===== config.mk =====
export PLATFORM = sky130hd
export DESIGN_NAME = param_memory
export DESIGN_NICKNAME = d
export VERILOG_FILES = /design/src/rtl/param_memory.sv
export SDC_FILE = /design/constraint.sdc
export NUM_CORES = 2
export LEC_CHECK = 0
export ABC_AREA = 0
export BUFFER_PORTS_ARGS = -buffer_cell sky130_fd_sc_hd__buf_2
export CAP_MARGIN = 30
export CORE_MARGIN = 1.5
export CORE_UTILIZATION = 40
export CTS_CLUSTER_DIAMETER = 120
export DETAILED_ROUTE_END_ITERATION = 16
export GPL_ROUTABILITY_DRIVEN = 0
export MAX_ROUTING_LAYER = met4
export RECOVER_POWER = 50
export SLEW_MARGIN = 20
export SYNTH_ARGS = -nofsm -noshare
export SYNTH_HDL_FRONTEND = slang
export SYNTH_SLANG_ARGS = --single-unit

===== constraint.sdc =====
create_clock -name clock -period 5.27 [get_ports clock]
set_input_delay 0.527 -clock clock [delete_from_list [all_inputs] [get_ports clock]]
set_output_delay 0.527 -clock clock [all_outputs]
set_load 0.02 [all_outputs]

===== src/rtl/param_memory.sv =====
// param_memory: single-port word memory with a valid/ready request port,
// per-byte write enables and a registered one-cycle response.
// After reset, or when clear is requested, a sweep zeroes one word per cycle.
// Because of that sweep the array needs no reset and can map to block RAM.
// Optional feature: define MEMORY_PARITY_EN to store one even-parity bit per
// byte and flag mismatches on read responses.
module param_memory #(
  parameter int DATA_WIDTH = 16,
  parameter int ADDR_WIDTH = 8,
  parameter int BE_WIDTH   = DATA_WIDTH / 8
) (
  input  logic                  clock,
  input  logic                  reset_n,
  input  logic                  clear,
  input  logic                  req_valid,
  output logic                  req_ready,
  input  logic                  req_write,
  input  logic [ADDR_WIDTH-1:0] req_addr,
  input  logic [DATA_WIDTH-1:0] req_wdata,
  input  logic [BE_WIDTH-1:0]   req_be,
  output logic                  rsp_valid,
  output logic [DATA_WIDTH-1:0] rsp_rdata,
  output logic                  busy,
  output logic                  parity_err
);

  localparam int DEPTH = 2 ** ADDR_WIDTH;

  typedef enum logic {
    ST_CLEAR = 1'b0,
    ST_IDLE  = 1'b1
  } state_t;

  state_t                  state, state_nxt;
  logic [ADDR_WIDTH-1:0]   clr_addr, clr_addr_nxt;
  logic                    accept;
  logic [DATA_WIDTH-1:0]   rd_word;
  logic [DATA_WIDTH-1:0]   merged_word;
  logic [DATA_WIDTH-1:0]   mem [DEPTH];

`ifdef MEMORY_PARITY_EN
  logic [BE_WIDTH-1:0]     mem_par [DEPTH];
  logic [BE_WIDTH-1:0]     rd_par;
  logic                    par_bad;
`endif

  // State register and sweep address pointer.
  // NOTE: clocked state uses non-blocking (<=) so every register samples
  // the pre-edge values; blocking here would create order-dependent races.
  always_ff @(posedge clock or negedge reset_n) begin
    if (!reset_n) begin
      state    <= ST_CLEAR;
      clr_addr <= '0;
    end else begin
      state    <= state_nxt;
      clr_addr <= clr_addr_nxt;
    end
  end

  // Next-state logic and handshake outputs.
  // NOTE: every output of this block gets a default first, so no path
  // leaves a value unassigned and no latch is inferred.
  always_comb begin
    state_nxt    = state;
    clr_addr_nxt = clr_addr;
    busy         = 1'b0;
    req_ready    = 1'b0;
    unique case (state)
      ST_CLEAR: begin
        busy         = 1'b1;
        clr_addr_nxt = clr_addr + ADDR_WIDTH'(1);
        if (clr_addr == '1) state_nxt = ST_IDLE;
      end
      ST_IDLE: begin
        // clear wins over any request presented in the same cycle
        req_ready = !clear;
        if (clear) begin
          state_nxt    = ST_CLEAR;
          clr_addr_nxt = '0;
        end
      end
      default: state_nxt = ST_CLEAR;
    endcase
  end

  assign accept = req_valid && req_ready;

  // Current word at the request address and its byte-merged write image.
  always_comb begin
    rd_word     = mem[req_addr];
    merged_word = rd_word;
    for (int k = 0; k < BE_WIDTH; k++) begin
      if (req_be[k]) merged_word[k*8 +: 8] = req_wdata[k*8 +: 8];
    end
  end

`ifdef MEMORY_PARITY_EN
  // Recompute even parity of the stored bytes and compare with stored bits.
  always_comb begin
    rd_par  = mem_par[req_addr];
    par_bad = 1'b0;
    for (int k = 0; k < BE_WIDTH; k++) begin
      if ((^rd_word[k*8 +: 8]) != rd_par[k]) par_bad = 1'b1;
    end
  end
`endif

  // Array write port: sweep zeroing while clearing, byte writes when idle.
  // NOTE: the array is deliberately not reset; the clear sweep initialises
  // it, which keeps it mappable onto block RAM.
  always_ff @(posedge clock) begin
    if (state == ST_CLEAR) begin
      mem[clr_addr] <= '0;
`ifdef MEMORY_PARITY_EN
      mem_par[clr_addr] <= '0;
`endif
    end else if (accept && req_write) begin
      for (int k = 0; k < BE_WIDTH; k++) begin
        if (req_be[k]) begin
          mem[req_addr][k*8 +: 8] <= req_wdata[k*8 +: 8];
`ifdef MEMORY_PARITY_EN
          mem_par[req_addr][k] <= ^req_wdata[k*8 +: 8];
`endif
        end
      end
    end
  end

  // Registered response: one pulse per accepted request, data held otherwise.
  always_ff @(posedge clock or negedge reset_n) begin
    if (!reset_n) begin
      rsp_valid <= 1'b0;
      rsp_rdata <= '0;
    end else begin
      rsp_valid <= accept;
      if (accept) rsp_rdata <= req_write ? merged_word : rd_word;
    end
  end

`ifdef MEMORY_PARITY_EN
  // Parity error is reported only on read responses.
  always_ff @(posedge clock or negedge reset_n) begin
    if (!reset_n) parity_err <= 1'b0;
    else          parity_err <= accept && !req_write && par_bad;
  end
`else
  assign parity_err = 1'b0;
`endif

endmodule

======== Yosys cells after proc, flatten, opt, wreduce, memory -nomap -nowiden ========
Memory sizes are Yosys's and may differ from the RTL's.
Cells that the tools add are included.
word-level totals
  register bits ........................... 26
  bits in writable memories ............... 4096
  input bits .............................. 31
  output and inout bits ................... 20
  logic and storage cells ................. 34
  memories kept ........................... 1
cells by class
  add/subtract/negate cells ............... 1
  eq/ne operators ......................... 2
  multiplexer cells ....................... 21
  bitwise operators ....................... 1
  reduce and logical (&&, ||, !) cells .... 4
memories
  memory  depth  width  read ports  clocked after Yosys merged registers in  wr ports  RTL line  text
  mem     256    16     1           0                                        1         39        logic [DATA_WIDTH-1:0] mem [DEPTH];
operators with widths
  cell                                                           count
  16-bit 2-to-1 mux                                              2
  8-bit 2-to-1 mux                                               4
  8-bit case mux with 2 select lines                             1
  16-bit OR reduction                                            1
  1-bit 2-to-1 mux                                               12
  8-bit by 1-bit adder with 8-bit output, second input constant  1
  8-bit equality test, second input constant                     1
  1-bit logical AND                                              2
  2-bit 2-to-1 mux                                               1
  2-bit inequality test, second input constant                   1
  1-bit case mux with 2 select lines                             1
  1-bit zero test                                                1
  1-bit inverter                                                 1

======== Depth between registers and ports, before layout ========
  word-level depth ........................ 9
  gate-level depth with buffers ........... 13
  gate-level depth less buffers ........... 7

======== Least setup slack after synthesis ========
OpenSTA, ideal clock, no wires.
  path kind ............................... input -> register
  start point ............................. input clear
  end point ............................... memory mem[0][10], data pin
  setup time .............................. 870 ps
  data arrival time ....................... 4615 ps
  required time ........................... 4400 ps
  setup slack ............................. -215 ps
  stages on the path ...................... 5
  buffers on the path ..................... 2
  path through ............................ nand3b_4 nor2_2 buf_2 clkbuf_1 and2_1
between the ends
  cells in the longest elaborated chain, start to end .. 9
  elaborated cells between the ends (all ways) .. 12
  classes of those cells .................. 8 x mux; 4 x reduce/logical
ends and longest elaborated chain
  what                                    RTL line  text
  start, declared                         14        input logic clear,
  1-bit zero test (*)                     76        req_ready = !clear;
  1-bit 2-to-1 mux (*)                    68        unique case (state)
  1-bit logical AND (*)                   86        assign accept = req_valid && req_ready;
  1-bit logical AND (*)                   117       end else if (accept && req_write) begin
  1-bit 2-to-1 mux                        117
  1-bit 2-to-1 mux                        112       if (state == ST_CLEAR) begin
  1-bit 2-to-1 mux (not written as such)  120       mem[req_addr][k*8 +: 8] <= req_wdata[k*8 +: 8];
  16-bit OR reduction (no line) (*)       --
  16-bit 2-to-1 mux (no line) (*)         --
  end, declared                           39
Every way passes the cells marked *; elsewhere a longest branch is shown, timed or not.

======== Worst setup path in the final report ========
  start point ............................. register state
  end point ............................... memory mem[100][12], data pin
between the ends
  cells in the longest elaborated chain, start to end .. 8
  elaborated cells between the ends (all ways) .. 11
  classes of those cells .................. 8 x mux; 3 x reduce/logical
ends and longest elaborated chain
  what                                    RTL line  text
  start, declared                         34        state_t state, state_nxt;
  start signal, assigned                  55        state <= state_nxt;
  1-bit 2-to-1 mux                        68
  1-bit logical AND                       86
  1-bit logical AND                       117
  1-bit 2-to-1 mux                        117
  1-bit 2-to-1 mux                        112
  1-bit 2-to-1 mux (not written as such)  120
  16-bit OR reduction (no line) (*)       --
  16-bit 2-to-1 mux (no line) (*)         --
Marked as above.

==> results.yml <==
worst_setup_path:
  path_class: "register to register"
  worst_ep_arrival_time_ns: 4.80
  timing.critical_path.to_type: "register"
  worst-r2r-cell-count: 5
  cp.required_ns: 5.62
  setup.worst_path.start_class: "register"
  cp_slowest_cell: "clkbuf_2"
  critical_path.max_stage_delay_ns: 1.95
  worstReg2RegStart: "state"
  crit_path_cell_trace: "nand3b_2, nor2_1, buf_12, and2_4, clkbuf_2"
  worst-r2r-setup-slack_ns: 0.81
  crit_path_max_fanout: 116
  crit-reg2reg-capture: "mem[100][12]"
worst_hold_path:
  worstHoldPathCells: 4
  hold_start: "req_wdata[7]"
  holdCritPathClass: "input port to register"
  min_to: "rsp_rdata[7]"
clocking:
  clock_latency_ns: 0.96
  tritoncts: "yes"
  clockBufferDepth: 4
  clock_tree.root_cell: "clkbuf_16"
  clkSlewWorstSetupHoldPaths_ns: 0.06
  htree_num_levels: 5
  clock_sink_count: 4122
  cts_inserted_buffers: 409
  post-cts-setup-buffers: 0
grt:
  first_global_vias: 80849
  grt_overflow_total: 0
  grt_max_degree: 141
  grt.total_usage_pct: 22.3
  antenna_violations_before_repair: 16
  grt_first_pass_wirelength_um: 626000
routing:
  firstDrtPassIters: 8
  drc: 0
  viasPerCell: 5.97
  detail_route.iter0.violations: 10712
  routed_wire_per_std_cell_um: 32.8
  postRouteAntennaNets: 0
  route.vias.total: 80795
  totalWireLength_um: 444000
cells_and_area:
  final_layout_size_suffix_gt1_share_pct: 24.5
  multiInputGateArea_mm2: 0.0340
  fillers: 33106
  stdcell_area_mm2: 0.181
  synthToLayoutAreaGrowth_pct: 13.2
  layout.nets: 7950
  layout.area.seq_mm2: 0.124
flow_run:
  cap_viol_max_count: 22
floorplan:
  die_y_um: 636
  starting_density_of_the_core_pct: 40.2
  floorplan.io_pins: 51
  die_area_mm2: 0.404
  die_w_um: 636
  floorplan.rows: 232
  core-area_mm2: 0.399
sta:
  period_share_pct: 84.6
  worst_case_headroom_to_the_max_slew_limit_pct: -87.2
  setup_viol: 0
  final_hold_viol_count: 0
  final_max_slew_viol_count: 1279
  max_slew.worst_pin.slew_ns: 2.81
  minimum_clock_period_after_layout_ns: 4.46
  final.setup.worst_slack_ns: 0.813
  rsz0062_at_grt: "false"
  finalClockSkew_ns: 0.0701
  max_clock_freq_mhz: 224
place:
  placed_cell_area_mm2: 0.168
  dpl_worst_slack_ns: 0.862
  dp_hpwl_um: 272000
  buffer_ports.inserted: 49
logic_synthesis:
  synth_largest_area_cell: "edfxtp_1"
  yosysMostFrequentCell: "edfxtp_1"
  synth_seq_cells: 4122
  post_synth.cell_area_avg_um2: 20.8
  synth-edff-count: 4096
  post_synth_instance_area_mm2: 0.160
  synth_top_area_share_pct: 76.8
  post_synth_most_frequent_cells: "4096 x edfxtp_1, 925 x mux4_2, 597 x nor2_1, 295 x clkbuf_1, 238 x mux2i_1"
  postSynth.asyncResetShare_pct: 0.631
  synth_flop_cell: "edfxtp_1"
  synth.yosys.warnings: 0
  yosysSeqAreaShare_pct: 77.2
  netlist_top_cells_area: "edfxtp_1 77%, mux4_2 13%, mux2i_1 1.5%"
  post_synth_inst_count: 7685
  yosys.cell_types.count: 68
  syn-num-nets: 7717
power_and_ir_drop:
  p_leak_nw: 64.4
  vdd_ir_drop_max_mv: 0.281
  power-per-cell-area_mw_per_mm2: 386
status:
  violations_in_the_final_reports: "capacitance limit, slew limit"
  status: "finished, violations left"
sequential cells by signal (all words and copies together) (netlist names):
signal	flops
rsp_valid	1
rsp_rdata	16
clr_addr	8
mem	4096
state	1
how the worst max path moves through the flow:
stage | start | endpoint | slack (ns) | cells past startpoint
after floorplan | clear | mem[0][0] | -0.005 | 4
final | state | mem[100][12] | 0.81 | 5
after global placement | req_be[1] | mem[120][1] | 0.22 | 8
after detailed placement | req_be[1] | mem[28][3] | 0.86 | 8
after global routing | state | mem[150][14] | 0.58 | 5
after CTS | state | mem[120][2] | 1.33 | 8
cell usage in the layout, fill, tap and decap left out, types with 47 or more instances in the layout:
cell,count
edfxtp_1,4096
clkinv_1,84
buf_12,56
a21oi_1,89
nor3_1,70
o22ai_1,84
mux2_2,66
clkbuf_16,417
a221oi_1,52
mux2i_1,238
a22oi_1,138
nor2_1,589
buf_4,214
nand2_1,147
o221ai_1,52
o21ai_0,57
and3_1,47
clkinv_2,77
bufinv_16,54
mux4_2,925
clkbuf_1,99
area by class of cell:
cell class | instances | share of cell area (%)
clock inverter | 264 | 1.59
inverter | 5 | 0.0145
antenna | 6 | 0.00828
tap | 5265 | 3.63
timing repair buffer | 364 | 1.88
multi-input combinational | 3016 | 18.8
clock buffer | 491 | 5.92
sequential | 4122 | 68.2
layer usage:
layer | GRT usage [%] | vias to the layer above | routed length [um]
li1 | - | 32490 | -
met1 | 30.2 | 43218 | 177000
met2 | 33.9 | 4358 | 208000
met3 | 4.07 | 729 | 41900
met4 | 7.97 | 0 | 17800
met5 | - | - | 0
metrics by stage:
step	std cells	power [mW]	hold slack (ns)	setup TNS (ns)	util (%)
global placement	12744	40.8	0.525	0	42.0
finish	13533	69.9	0.199	0	45.5
CTS	13519	70.2	0.0973	0	45.5
floorplan	7685	38.8	0.231	-7.14	-
global route	13529	71.6	0.123	0	45.5
detailed placement	12755	40.9	0.552	0	42.1
timing repair:
| item | CTS | global route |
|---|---|---|
| resized for setup | 0 | 0 |
| hold buffers | 9 | 0 |
| hold endpoints to repair | 34 | 0 |
where the power goes:
group / total (mW) / internal, mW / switching, mW
Clock: 29.6 / 17.2 / 12.4
Sequential: 36.0 / 35.9 / 0.128
Combinational: 4.29 / 1.05 / 3.24
Total: 69.9 / 54.1 / 15.8
cell families (layout without fill, tap and decap cells):
logic type / after synthesis / after routing / share of synthesized area (%)
flops: 4122 / 4122 / 77.2
fa+ha+maj: 1 / 1 / 0.00781
other cells: 1 / 7 / 0.00234
compound gates: 652 / 652 / 2.93
mux: 1232 / 1232 / 15.0
simple gates: 1130 / 1130 / 3.19
buf+inv: 547 / 1124 / 1.66
worst max-delay path: cells and delay by family (launching register included):
family / cells / cell delay, ns
flip-flops: 1 / 0.60
buffers and inverters: 2 / 2.24
AND/OR/NAND/NOR: 3 / 0.90
Power figures use the tool's default switching activity.
